**src/rtl/nn_classification_host_ctrl_if.sv**
```systemverilog
// Signal bundle between the host controller and its environment: command/status,
// input stream, xij/wb BRAM write ports, core handshake, xout read port, output stream.
interface nn_classification_host_ctrl_if #(
    parameter int unsigned ADDR_W = 4
);
    logic              cmd_go;
    logic              busy;
    logic              err_timeout;
    logic              s_valid;
    logic [15:0]       s_data;
    logic              s_ready;
    logic              xij_ena;
    logic [7:0]        xij_wea;
    logic [ADDR_W-1:0] xij_addra;
    logic [63:0]       xij_dina;
    logic              wb_ena;
    logic [7:0]        wb_wea;
    logic [ADDR_W-1:0] wb_addra;
    logic [63:0]       wb_dina;
    logic              core_ready;
    logic              core_start;
    logic              core_done;
    logic              xout_enb;
    logic [ADDR_W-1:0] xout_addrb;
    logic [15:0]       xout_doutb;
    logic              m_valid;
    logic [15:0]       m_data;
    logic              m_last;
    logic              m_ready;

    modport master (
        input  cmd_go, s_valid, s_data, core_ready, core_done, xout_doutb, m_ready,
        output busy, err_timeout, s_ready,
        output xij_ena, xij_wea, xij_addra, xij_dina,
        output wb_ena, wb_wea, wb_addra, wb_dina,
        output core_start, xout_enb, xout_addrb, m_valid, m_data, m_last
    );

    modport slave (
        output cmd_go, s_valid, s_data, core_ready, core_done, xout_doutb, m_ready,
        input  busy, err_timeout, s_ready,
        input  xij_ena, xij_wea, xij_addra, xij_dina,
        input  wb_ena, wb_wea, wb_addra, wb_dina,
        input  core_start, xout_enb, xout_addrb, m_valid, m_data, m_last
    );
endinterface

```
**src/rtl/nn_classification_host_ctrl.sv**
```systemverilog
// Host controller for forward_nn_classification_bram: packs the 16-bit input stream into the
// xij/wb BRAMs, runs the core, then streams the xout results back out with backpressure.
module nn_classification_host_ctrl #(
    parameter int unsigned X_DEPTH     = 9,
    parameter int unsigned WB_DEPTH    = 10,
    parameter int unsigned OUT_DEPTH   = 4,
    parameter int unsigned ADDR_W      = 4,
    parameter int unsigned TIMEOUT_CYC = 1024
) (
    input logic                         clk,
    input logic                         rst_n,
    nn_classification_host_ctrl_if.master bus
);
    localparam int unsigned TW = $clog2(TIMEOUT_CYC + 1);
    localparam logic [ADDR_W-1:0] X_LAST   = ADDR_W'(X_DEPTH - 1);
    localparam logic [ADDR_W-1:0] WB_LAST  = ADDR_W'(WB_DEPTH - 1);
    localparam logic [ADDR_W-1:0] OUT_LAST = ADDR_W'(OUT_DEPTH - 1);
    localparam logic [TW-1:0]     T_LAST   = TW'(TIMEOUT_CYC - 1);

    typedef enum logic [2:0] {
        StIdle, StLoadX, StLoadWb, StStart, StWait, StRdReq, StRdCap, StOut
    } state_e;

    state_e            state_q, state_d;
    logic [1:0]        lane_q, lane_d;
    logic [ADDR_W-1:0] word_q, word_d;
    logic [47:0]       pack_q, pack_d;
    logic [TW-1:0]     tcnt_q, tcnt_d;
    logic [ADDR_W-1:0] rd_idx_q, rd_idx_d;
    logic              busy_q, busy_d, err_q, err_d, s_ready_q, s_ready_d;
    logic              xij_ena_q, xij_ena_d, wb_ena_q, wb_ena_d;
    logic [7:0]        xij_wea_q, xij_wea_d, wb_wea_q, wb_wea_d;
    logic [ADDR_W-1:0] xij_addra_q, xij_addra_d, wb_addra_q, wb_addra_d;
    logic [63:0]       xij_dina_q, xij_dina_d, wb_dina_q, wb_dina_d;
    logic              core_start_q, core_start_d, xout_enb_q, xout_enb_d;
    logic [ADDR_W-1:0] xout_addrb_q, xout_addrb_d;
    logic              m_valid_q, m_valid_d, m_last_q, m_last_d;
    logic [15:0]       m_data_q, m_data_d;
    logic              accept;

    assign accept = bus.s_valid && s_ready_q;

    always_comb begin
        state_d      = state_q;
        lane_d       = lane_q;
        word_d       = word_q;
        pack_d       = pack_q;
        tcnt_d       = tcnt_q;
        rd_idx_d     = rd_idx_q;
        err_d        = err_q;
        s_ready_d    = s_ready_q;
        xij_ena_d    = 1'b0;
        xij_wea_d    = 8'h00;
        xij_addra_d  = xij_addra_q;
        xij_dina_d   = xij_dina_q;
        wb_ena_d     = 1'b0;
        wb_wea_d     = 8'h00;
        wb_addra_d   = wb_addra_q;
        wb_dina_d    = wb_dina_q;
        core_start_d = 1'b0;
        xout_enb_d   = 1'b0;
        xout_addrb_d = xout_addrb_q;
        m_valid_d    = m_valid_q;
        m_data_d     = m_data_q;
        m_last_d     = m_last_q;

        unique case (state_q)
            StIdle: begin
                lane_d = '0;
                word_d = '0;
                tcnt_d = '0;
                if (bus.cmd_go) begin
                    state_d   = StLoadX;
                    err_d     = 1'b0;
                    s_ready_d = 1'b1;
                end
            end
            StLoadX, StLoadWb: begin
                if (accept) begin
                    lane_d = lane_q + 2'd1;
                    unique case (lane_q)
                        2'd0: pack_d[47:32] = bus.s_data;
                        2'd1: pack_d[31:16] = bus.s_data;
                        2'd2: pack_d[15:0]  = bus.s_data;
                        2'd3: begin
                            // Write lands next cycle while the next word is already accepted.
                            word_d = word_q + 1'b1;
                            if (state_q == StLoadX) begin
                                xij_ena_d   = 1'b1;
                                xij_wea_d   = 8'hFF;
                                xij_addra_d = word_q;
                                xij_dina_d  = {pack_q, bus.s_data};
                                if (word_q == X_LAST) begin
                                    state_d = StLoadWb;
                                    word_d  = '0;
                                end
                            end else begin
                                wb_ena_d   = 1'b1;
                                wb_wea_d   = 8'hFF;
                                wb_addra_d = word_q;
                                wb_dina_d  = {pack_q, bus.s_data};
                                if (word_q == WB_LAST) begin
                                    state_d   = StStart;
                                    s_ready_d = 1'b0;
                                end
                            end
                        end
                        default: ;
                    endcase
                end
            end
            StStart: begin
                // First START cycle carries the final wb write, so the pulse lands after it.
                if (bus.core_ready) begin
                    core_start_d = 1'b1;
                    state_d      = StWait;
                    tcnt_d       = '0;
                end
            end
            StWait: begin
                if (bus.core_done) begin
                    state_d      = StRdReq;
                    rd_idx_d     = '0;
                    xout_enb_d   = 1'b1;
                    xout_addrb_d = '0;
                end else if (tcnt_q == T_LAST) begin
                    state_d = StIdle;
                    err_d   = 1'b1;
                end else begin
                    tcnt_d = tcnt_q + 1'b1;
                end
            end
            StRdReq: state_d = StRdCap;
            StRdCap: begin
                m_data_d  = bus.xout_doutb;
                m_valid_d = 1'b1;
                m_last_d  = (rd_idx_q == OUT_LAST);
                state_d   = StOut;
            end
            StOut: begin
                if (bus.m_ready) begin
                    m_valid_d = 1'b0;
                    m_last_d  = 1'b0;
                    if (m_last_q) begin
                        state_d = StIdle;
                    end else begin
                        rd_idx_d     = rd_idx_q + 1'b1;
                        xout_enb_d   = 1'b1;
                        xout_addrb_d = rd_idx_q + 1'b1;
                        state_d      = StRdReq;
                    end
                end
            end
            default: state_d = StIdle;
        endcase

        busy_d = (state_d != StIdle);
    end

    always_ff @(posedge clk or negedge rst_n) begin
        if (!rst_n) begin
            state_q      <= StIdle;
            lane_q       <= '0;
            word_q       <= '0;
            pack_q       <= '0;
            tcnt_q       <= '0;
            rd_idx_q     <= '0;
            busy_q       <= 1'b0;
            err_q        <= 1'b0;
            s_ready_q    <= 1'b0;
            xij_ena_q    <= 1'b0;
            xij_wea_q    <= 8'h00;
            xij_addra_q  <= '0;
            xij_dina_q   <= '0;
            wb_ena_q     <= 1'b0;
            wb_wea_q     <= 8'h00;
            wb_addra_q   <= '0;
            wb_dina_q    <= '0;
            core_start_q <= 1'b0;
            xout_enb_q   <= 1'b0;
            xout_addrb_q <= '0;
            m_valid_q    <= 1'b0;
            m_data_q     <= '0;
            m_last_q     <= 1'b0;
        end else begin
            state_q      <= state_d;
            lane_q       <= lane_d;
            word_q       <= word_d;
            pack_q       <= pack_d;
            tcnt_q       <= tcnt_d;
            rd_idx_q     <= rd_idx_d;
            busy_q       <= busy_d;
            err_q        <= err_d;
            s_ready_q    <= s_ready_d;
            xij_ena_q    <= xij_ena_d;
            xij_wea_q    <= xij_wea_d;
            xij_addra_q  <= xij_addra_d;
            xij_dina_q   <= xij_dina_d;
            wb_ena_q     <= wb_ena_d;
            wb_wea_q     <= wb_wea_d;
            wb_addra_q   <= wb_addra_d;
            wb_dina_q    <= wb_dina_d;
            core_start_q <= core_start_d;
            xout_enb_q   <= xout_enb_d;
            xout_addrb_q <= xout_addrb_d;
            m_valid_q    <= m_valid_d;
            m_data_q     <= m_data_d;
            m_last_q     <= m_last_d;
        end
    end

    assign bus.busy        = busy_q;
    assign bus.err_timeout = err_q;
    assign bus.s_ready     = s_ready_q;
    assign bus.xij_ena     = xij_ena_q;
    assign bus.xij_wea     = xij_wea_q;
    assign bus.xij_addra   = xij_addra_q;
    assign bus.xij_dina    = xij_dina_q;
    assign bus.wb_ena      = wb_ena_q;
    assign bus.wb_wea      = wb_wea_q;
    assign bus.wb_addra    = wb_addra_q;
    assign bus.wb_dina     = wb_dina_q;
    assign bus.core_start  = core_start_q;
    assign bus.xout_enb    = xout_enb_q;
    assign bus.xout_addrb  = xout_addrb_q;
    assign bus.m_valid     = m_valid_q;
    assign bus.m_data      = m_data_q;
    assign bus.m_last      = m_last_q;
endmodule
```
**src/flat_wrapper.sv**
```systemverilog
// flat-port wrapper written by rule: the top's interface ports become plain ports
module nn_classification_host_ctrl_flat 
#(
    parameter int unsigned X_DEPTH     = 9,
    parameter int unsigned WB_DEPTH    = 10,
    parameter int unsigned OUT_DEPTH   = 4,
    parameter int unsigned ADDR_W      = 4,
    parameter int unsigned TIMEOUT_CYC = 1024
)
  (clk, rst_n, bus_cmd_go, bus_s_valid, bus_s_data, bus_core_ready, bus_core_done, bus_xout_doutb, bus_m_ready, bus_busy, bus_err_timeout, bus_s_ready, bus_xij_ena, bus_xij_wea, bus_xij_addra, bus_xij_dina, bus_wb_ena, bus_wb_wea, bus_wb_addra, bus_wb_dina, bus_core_start, bus_xout_enb, bus_xout_addrb, bus_m_valid, bus_m_data, bus_m_last);
  nn_classification_host_ctrl_if #(.ADDR_W(ADDR_W)) bus_i ();
  input logic clk;
  input logic rst_n;
  input wire logic [$bits(bus_i.cmd_go)-1:0] bus_cmd_go;
  input wire logic [$bits(bus_i.s_valid)-1:0] bus_s_valid;
  input wire logic [$bits(bus_i.s_data)-1:0] bus_s_data;
  input wire logic [$bits(bus_i.core_ready)-1:0] bus_core_ready;
  input wire logic [$bits(bus_i.core_done)-1:0] bus_core_done;
  input wire logic [$bits(bus_i.xout_doutb)-1:0] bus_xout_doutb;
  input wire logic [$bits(bus_i.m_ready)-1:0] bus_m_ready;
  output wire logic [$bits(bus_i.busy)-1:0] bus_busy;
  output wire logic [$bits(bus_i.err_timeout)-1:0] bus_err_timeout;
  output wire logic [$bits(bus_i.s_ready)-1:0] bus_s_ready;
  output wire logic [$bits(bus_i.xij_ena)-1:0] bus_xij_ena;
  output wire logic [$bits(bus_i.xij_wea)-1:0] bus_xij_wea;
  output wire logic [$bits(bus_i.xij_addra)-1:0] bus_xij_addra;
  output wire logic [$bits(bus_i.xij_dina)-1:0] bus_xij_dina;
  output wire logic [$bits(bus_i.wb_ena)-1:0] bus_wb_ena;
  output wire logic [$bits(bus_i.wb_wea)-1:0] bus_wb_wea;
  output wire logic [$bits(bus_i.wb_addra)-1:0] bus_wb_addra;
  output wire logic [$bits(bus_i.wb_dina)-1:0] bus_wb_dina;
  output wire logic [$bits(bus_i.core_start)-1:0] bus_core_start;
  output wire logic [$bits(bus_i.xout_enb)-1:0] bus_xout_enb;
  output wire logic [$bits(bus_i.xout_addrb)-1:0] bus_xout_addrb;
  output wire logic [$bits(bus_i.m_valid)-1:0] bus_m_valid;
  output wire logic [$bits(bus_i.m_data)-1:0] bus_m_data;
  output wire logic [$bits(bus_i.m_last)-1:0] bus_m_last;
  assign bus_i.cmd_go = bus_cmd_go;
  assign bus_i.s_valid = bus_s_valid;
  assign bus_i.s_data = bus_s_data;
  assign bus_i.core_ready = bus_core_ready;
  assign bus_i.core_done = bus_core_done;
  assign bus_i.xout_doutb = bus_xout_doutb;
  assign bus_i.m_ready = bus_m_ready;
  assign bus_busy = bus_i.busy;
  assign bus_err_timeout = bus_i.err_timeout;
  assign bus_s_ready = bus_i.s_ready;
  assign bus_xij_ena = bus_i.xij_ena;
  assign bus_xij_wea = bus_i.xij_wea;
  assign bus_xij_addra = bus_i.xij_addra;
  assign bus_xij_dina = bus_i.xij_dina;
  assign bus_wb_ena = bus_i.wb_ena;
  assign bus_wb_wea = bus_i.wb_wea;
  assign bus_wb_addra = bus_i.wb_addra;
  assign bus_wb_dina = bus_i.wb_dina;
  assign bus_core_start = bus_i.core_start;
  assign bus_xout_enb = bus_i.xout_enb;
  assign bus_xout_addrb = bus_i.xout_addrb;
  assign bus_m_valid = bus_i.m_valid;
  assign bus_m_data = bus_i.m_data;
  assign bus_m_last = bus_i.m_last;
  nn_classification_host_ctrl #(.X_DEPTH(X_DEPTH), .WB_DEPTH(WB_DEPTH), .OUT_DEPTH(OUT_DEPTH), .ADDR_W(ADDR_W), .TIMEOUT_CYC(TIMEOUT_CYC)) u_core (.clk(clk), .rst_n(rst_n), .bus(bus_i));
endmodule
```
**config.mk**
```make
export PLATFORM = sky130hd
export DESIGN_NAME = nn_classification_host_ctrl_flat
export DESIGN_NICKNAME = d
export VERILOG_FILES = /design/src/rtl/nn_classification_host_ctrl_if.sv /design/src/rtl/nn_classification_host_ctrl.sv /design/src/flat_wrapper.sv
export SDC_FILE = /design/constraint.sdc
export NUM_CORES = 1
export LEC_CHECK = 0
export CAP_MARGIN = 5
export CORE_MARGIN = 2
export CORE_UTILIZATION = 50
export DETAILED_ROUTE_END_ITERATION = 12
export GPL_ROUTABILITY_DRIVEN = 0
export GPL_TIMING_DRIVEN = 1
export HOLD_SLACK_MARGIN = 0.06
export PLACE_DENSITY = 0.85
export SYNTH_ARGS = -nofsm -noshare
export SYNTH_HDL_FRONTEND = slang
export SYNTH_SLANG_ARGS = --single-unit
```
**constraint.sdc**
```tcl
create_clock -name clk -period 2.8 [get_ports clk]
set_clock_uncertainty 0.1 [all_clocks]
set_input_delay 0.56 -clock clk [delete_from_list [all_inputs] [get_ports clk]]
set_output_delay 0.56 -clock clk [all_outputs]
set_load 0.02 [all_outputs]
```
# Word-level counts from Yosys, hierarchy flattened
# Cells that the tools add are included.
# W data, S select, Z words.
classes:
  add_sub_neg: 4
  n_eq_ne: 26
  n_mux: 62
  bitwise_logic: 1
  n_reduce_logical: 22
op_table:
  columns: ["op", "n"]
  rows:
  - ["$mux W8", 8]
  - ["$mux W11", 3]
  - ["$mux W3", 11]
  - ["$pmux W11 S3", 1]
  - ["$mux W4", 7]
  - ["$mux W1", 22]
  - ["$pmux W3 S7", 1]
  - ["$reduce_and A4 Y1", 5]
  - ["$ne A2 B2 Y1 const B", 8]
  - ["$pmux W4 S2", 2]
  - ["$eq A3 B3 Y1 const B", 4]
  - ["$reduce_and A3 Y1", 4]
  - ["$add A11 B1 Y11 const B", 1]
  - ["$eq A11 B10 Y1 const B", 1]
  - ["$pmux W1 S2", 5]
  - ["$add A4 B1 Y4 const B", 2]
  - ["$eq A4 B4 Y1 const B", 2]
  - ["$ne A2 B1 Y1 const B", 4]
  - ["$reduce_bool A2 Y1", 4]
  - ["$eq A3 B2 Y1 const B", 2]
  - ["$reduce_and A6 Y1", 1]
  - ["$reduce_bool A3 Y1", 2]
  - ["$eq A2 B2 Y1 const B", 2]
  - ["$eq A4 B2 Y1 const B", 1]
  - ["other kinds (11)", 12]
totals:
  reg_bits: 249
  input_bits: 39
  out_inout_bits: 181
  word_cells: 139

# Longest topological paths before layout
logic_depth:
  word_depth: 7
  depth_mapped: 7
  depth_no_buf: 7

# Worst setup path after synthesis
# OpenSTA, ideal clock, no wires.
synth_path:
  kind: "reg2reg"
  start: "register u_core.lane_q[0]"
  end: "register u_core.wb_addra_q[0], in the netlist u_core.bus.wb_addra[0]"
  setup_ns: 0.125
  arrival_time_ns: 1.847
  t_required_ns: 2.575
  path_slack_ns: 0.729
  stages_incl_launch_ff: 8
  n_path_buf: 2
  synth_period_minus_slack_ns: 2.071
  cell_sequence: "dfrtp_1 -> ha_1 -> nor2b_1 -> nand3_1 -> nor2_1 -> buf_2 -> buf_4 -> mux2_2"
synth_via:
  elab_chain_len: 2
synth_lines:
  columns: ["item", "line", "text"]
  rows:
  - ["from (decl)", "nn_classification_host_ctrl.sv:25", "logic [1:0] lane_q, lane_d;"]
  - ["from (signal assigned)", "nn_classification_host_ctrl.sv:187", "lane_q <= lane_d;"]
  - ["$eq A2 B2 Y1", "nn_classification_host_ctrl.sv:81", "unique case (lane_q)"]
  - ["$reduce_and A4 Y1 (no source line)", null, null]
  - ["to (signal assigned)", "nn_classification_host_ctrl.sv:201", "wb_addra_q <= wb_addra_d;"]
  - ["to (decl)", "nn_classification_host_ctrl.sv:33", "logic [ADDR_W-1:0] xij_addra_q, xij_addra_d, wb_addra_q, wb_addra_d;"]
# No other way between the ends.
# A chain may end at the register's enable or synchronous reset.

==> impl_metrics.prom <==
# TYPE chip_impl_metric gauge
chip_impl_metric{name="gr-usage-met3",unit="%"} 5.518
chip_impl_metric{name="grt_first_pass_wirelength",unit="µm"} 34850
chip_impl_metric{name="drtIter0Drc",unit=""} 280
chip_impl_metric{name="ys_ff_latch",unit=""} 233
chip_impl_info{name="critPathKind",value="flip-flop to output pin"} 1
chip_impl_metric{name="post_synth_mux_area_share",unit="%"} 24.26
chip_impl_metric{name="routedWlPerCell",unit="µm"} 19.43
chip_impl_metric{name="synth.lib_cells_used.distinct",unit=""} 56
chip_impl_metric{name="die_width",unit="µm"} 142.0
chip_impl_info{name="outcome",value="complete, no violations"} 1
chip_impl_metric{name="synth.avg_cell_area",unit="µm²"} 14.89
chip_impl_metric{name="grt_max_degree",unit=""} 81
chip_impl_metric{name="vias",unit=""} 5941
chip_impl_metric{name="place_hpwl",unit="µm"} 14920
chip_impl_metric{name="grt_pass1_vias",unit=""} 6299
chip_impl_metric{name="num-nets-final",unit=""} 904
chip_impl_metric{name="start_util",unit="%"} 50.93
chip_impl_metric{name="worst_pin_slew",unit="ns"} 0.6258
chip_impl_metric{name="max_freq",unit="GHz"} 0.4339
chip_impl_info{name="gr-max-usage-layer",value="met2"} 1
chip_impl_metric{name="power_per_cell_area",unit="nW/µm²"} 1124
chip_impl_info{name="root_buffer",value="sky130_fd_sc_hd__clkbuf_16"} 1
chip_impl_metric{name="top_level_i_o_count",unit=""} 220
chip_impl_metric{name="yosys.area_share.xor_xnor",unit="%"} 0.9194
chip_impl_metric{name="reg2reg_depth",unit=""} 5
chip_impl_metric{name="drc",unit=""} 0
chip_impl_info{name="slowest_stage",value="sky130_fd_sc_hd__clkdlybuf4s50_1"} 1
chip_impl_metric{name="cts.path.max_buffers",unit=""} 3
chip_impl_metric{name="portBuffers",unit=""} 219
chip_impl_metric{name="synth.yosys.seq_area_share",unit="%"} 61.20
chip_impl_metric{name="ant_cells",unit=""} 0
chip_impl_metric{name="maxCapViolCount",unit=""} 0
chip_impl_metric{name="initial_antenna_violation_count",unit=""} 0
chip_impl_metric{name="worst_hold_path.num_cells",unit=""} 1
chip_impl_metric{name="critPathRequiredTime",unit="ns"} 2.14
chip_impl_metric{name="critPathArrivalTime",unit="ns"} 1.64
chip_impl_metric{name="fp.coreArea",unit="µm²"} 18710
chip_impl_info{name="cp-start-kind",value="flip-flop"} 1
chip_impl_metric{name="timing_hold_violations_final",unit=""} 0
chip_impl_metric{name="clock_tree.htree_level_count",unit=""} 1
chip_impl_metric{name="global_route.overflow_total",unit=""} 0
chip_impl_metric{name="die_y",unit="µm"} 142.0
chip_impl_metric{name="grt.total_usage",unit="%"} 21.64
chip_impl_metric{name="worstPathBufferInverterCount",unit=""} 1
chip_impl_metric{name="async_flop_share",unit="%"} 100.0
chip_impl_metric{name="layout-drive-gt1-share",unit="%"} 31.81
chip_impl_metric{name="ys.warnings.count",unit=""} 0
chip_impl_info{name="crit_chain",value="clkdlybuf4s50_1"} 1
chip_impl_metric{name="clock_latency_late_sink",unit="ns"} 0.50
chip_impl_metric{name="cp_num_cells",unit=""} 1
chip_impl_metric{name="drt-pass1-iter-count",unit=""} 4
chip_impl_info{name="hp_class",value="flip-flop to flip-flop"} 1
chip_impl_metric{name="viasPerCell",unit=""} 5.362
chip_impl_info{name="grt_setup_unrepaired",value="false"} 1
chip_impl_metric{name="setup_viol",unit=""} 0
chip_impl_metric{name="timing.final.ws_setup",unit="ns"} 0.4953
chip_impl_metric{name="grt.met2_usage",unit="%"} 35.42
chip_impl_metric{name="wl",unit="µm"} 21530
chip_impl_metric{name="synth_nets",unit=""} 688
chip_impl_metric{name="slew_viol_final",unit=""} 0
chip_impl_info{name="dominantRegCellSynth",value="sky130_fd_sc_hd__dfrtp_1"} 1
chip_impl_metric{name="yosys.area_share.adder",unit="%"} 1.497
chip_impl_metric{name="p_leak",unit="µW"} 0.005789
chip_impl_metric{name="antenna_left",unit=""} 0
chip_impl_metric{name="floorplan.rows",unit=""} 50
chip_impl_metric{name="timing.final.crit_share",unit="%"} 82.31
chip_impl_metric{name="max_slew_margin",unit="%"} 58.12
chip_impl_metric{name="groute.layer.met1.usage",unit="%"} 29.08
chip_impl_info{name="critPathTopFamily",value="buffers and inverters"} 1
chip_impl_metric{name="synth-edff-count",unit=""} 0
chip_impl_metric{name="cp_max_fo",unit=""} 9
chip_impl_metric{name="post_synth_and_or_nand_nor_area_fraction",unit="%"} 5.608
chip_impl_info{name="main_combinational_cell_family_by_area_after_synthesis",value="multiplexers"} 1
chip_impl_metric{name="setup_total_negative_slack",unit="ns"} 0
chip_impl_metric{name="clk_pin_slew_worst_paths",unit="ns"} 0.06
chip_impl_metric{name="cts.sink_count",unit=""} 233
chip_impl_metric{name="preCtsSetupSlack",unit="ns"} 0.2468
chip_impl_metric{name="dieArea",unit="µm²"} 20170
chip_impl_metric{name="synth_compound_area_share",unit="%"} 2.955
chip_impl_metric{name="cell_area_synth",unit="µm²"} 9527
chip_impl_metric{name="timing.final.crit_period",unit="ns"} 2.305
chip_impl_metric{name="cts_inserted_buffers",unit=""} 25
chip_impl_metric{name="ir_drop",unit="mV"} 0.7070
chip_impl_info{name="worst_setup_path_end_kind",value="output pin"} 1
chip_impl_metric{name="delay_of_the_slowest_cell_on_the_worst_path",unit="ns"} 0.66
chip_impl_metric{name="postSynthCellCount",unit=""} 640
chip_impl_info{name="cts_tree",value="yes"} 1
chip_impl_metric{name="area_growth_syn_to_layout",unit="%"} 34.07
## report_power, final
| part | switching (µW) | internal [µW] |
|---|---|---|
| Combinational | 2560 | 2870 |
| Sequential | 896 | 4630 |
| Clock | 1290 | 2100 |
| Total | 4760 | 9600 |
## what timing repair did
action,in CTS,in global routing
buffers inserted,0,0
gates resized for setup,0,0
endpoints found under the hold margin,75,0
hold buffers,1,0
## area by class of cell
cell class | count | area (µm²)
clock buffers | 37 | 780.7
clock inverters | 8 | 93.84
fillers | 1256 | 5933
inverters | 12 | 45.04
multi-input cells | 352 | 3369
flip-flops and latches | 233 | 5831
well taps | 234 | 292.8
repair buffers | 232 | 2360
## final timing paths
kind	start	end	slack, ns
max	u_core.bus.wb_wea[6]	bus_wb_wea[0]	0.50
max reg2reg	u_core.state_q[2]	u_core.tcnt_q[4]	0.53
min in group asynchronous	rst_n	u_core.bus.wb_dina[24]	0.53
min reg2reg	u_core.bus.m_data[10]	u_core.bus.m_data[10]	0.40
min	u_core.bus.m_data[10]	u_core.bus.m_data[10]	0.40
max in group asynchronous	rst_n	u_core.bus.m_data[14]	1.30
## synthesized netlist by cell type (3+ instances only)
library cell / number / area share (%)
sky130_fd_sc_hd__nor2b_1: 3 / 0.20
sky130_fd_sc_hd__mux2_4: 10 / 1.6
sky130_fd_sc_hd__xnor2_1: 8 / 0.74
sky130_fd_sc_hd__a21oi_1: 9 / 0.47
sky130_fd_sc_hd__buf_6: 5 / 0.59
sky130_fd_sc_hd__a31oi_1: 5 / 0.33
sky130_fd_sc_hd__buf_4: 20 / 1.6
sky130_fd_sc_hd__nand3_1: 10 / 0.53
sky130_fd_sc_hd__nand4_1: 3 / 0.20
sky130_fd_sc_hd__nor3_1: 7 / 0.37
sky130_fd_sc_hd__nand2_1: 16 / 0.63
sky130_fd_sc_hd__ha_1: 9 / 1.2
sky130_fd_sc_hd__o21ai_0: 12 / 0.63
sky130_fd_sc_hd__nor2_1: 18 / 0.71
sky130_fd_sc_hd__dfrtp_1: 233 / 61
sky130_fd_sc_hd__mux2_2: 190 / 22
sky130_fd_sc_hd__buf_2: 16 / 0.84
sky130_fd_sc_hd__o22a_1: 3 / 0.28
sky130_fd_sc_hd__maj3_1: 3 / 0.32
sky130_fd_sc_hd__inv_1: 12 / 0.47
sky130_fd_sc_hd__or2_2: 3 / 0.20
sky130_fd_sc_hd__nand2_4: 3 / 0.35
## flip-flops by register name, summed over array words and instances, names as in the netlist, 2 cells and up
register               cells
u_core.lane_q              2
u_core.pack_q             48
u_core.tcnt_q             11
u_core.bus.xij_addra       4
u_core.bus.m_data         16
u_core.bus.xout_addrb      4
u_core.state_q             3
u_core.bus.wb_addra        4
u_core.bus.wb_dina        64
u_core.word_q              4
u_core.bus.xij_dina       64
## layer usage
metal,up-vias,share of wire (%)
met1,3028,43
li1,2680,-
met5,-,0
met2,198,48
met3,35,7.3
met4,0,2.1
## kinds of logic (layout without fill, tap and decap cells)
family,Yosys count,count (layout)
AO/OA/AOI/OAI,42,42
AND/OR/NAND/NOR,86,86
buffers and inverters,55,289
flip-flops,233,233
multiplexers,202,202
XOR/XNOR,10,10
adder cells (fa/ha/maj),12,12
## placed cells by master (no fill, tap or decap), types with 5 or more instances in the layout
master and instances:
sky130_fd_sc_hd__a21oi_1 9, sky130_fd_sc_hd__a31oi_1 5, sky130_fd_sc_hd__buf_12 5, sky130_fd_sc_hd__buf_4 7, sky130_fd_sc_hd__clkbuf_16 25, sky130_fd_sc_hd__clkbuf_8 11
sky130_fd_sc_hd__clkdlybuf4s50_1 218, sky130_fd_sc_hd__clkinv_2 5, sky130_fd_sc_hd__dfrtp_1 233, sky130_fd_sc_hd__ha_1 9, sky130_fd_sc_hd__inv_1 12, sky130_fd_sc_hd__mux2_2 190
sky130_fd_sc_hd__mux2_4 10, sky130_fd_sc_hd__nand2_1 16, sky130_fd_sc_hd__nand3_1 10, sky130_fd_sc_hd__nor2_1 17, sky130_fd_sc_hd__nor3_1 7, sky130_fd_sc_hd__o21ai_0 12
sky130_fd_sc_hd__xnor2_1 8
## metrics by stage
stage	utilization [%]	instance area (µm²)	hold WS, ns	total power (µW)	cells
2_1_floorplan	-	9527	0.1644	8463	640
3_3_place_gp	63.55	11890	0.3631	10820	1062
3_5_place_dp	63.55	11890	0.3940	11010	1062
4_1_cts	68.28	12770	0.4038	14480	1108
5_1_grt	68.28	12770	0.4168	15080	1108
6_report	68.28	12770	0.3986	14350	1108
(Power assumes the default switching activity.)
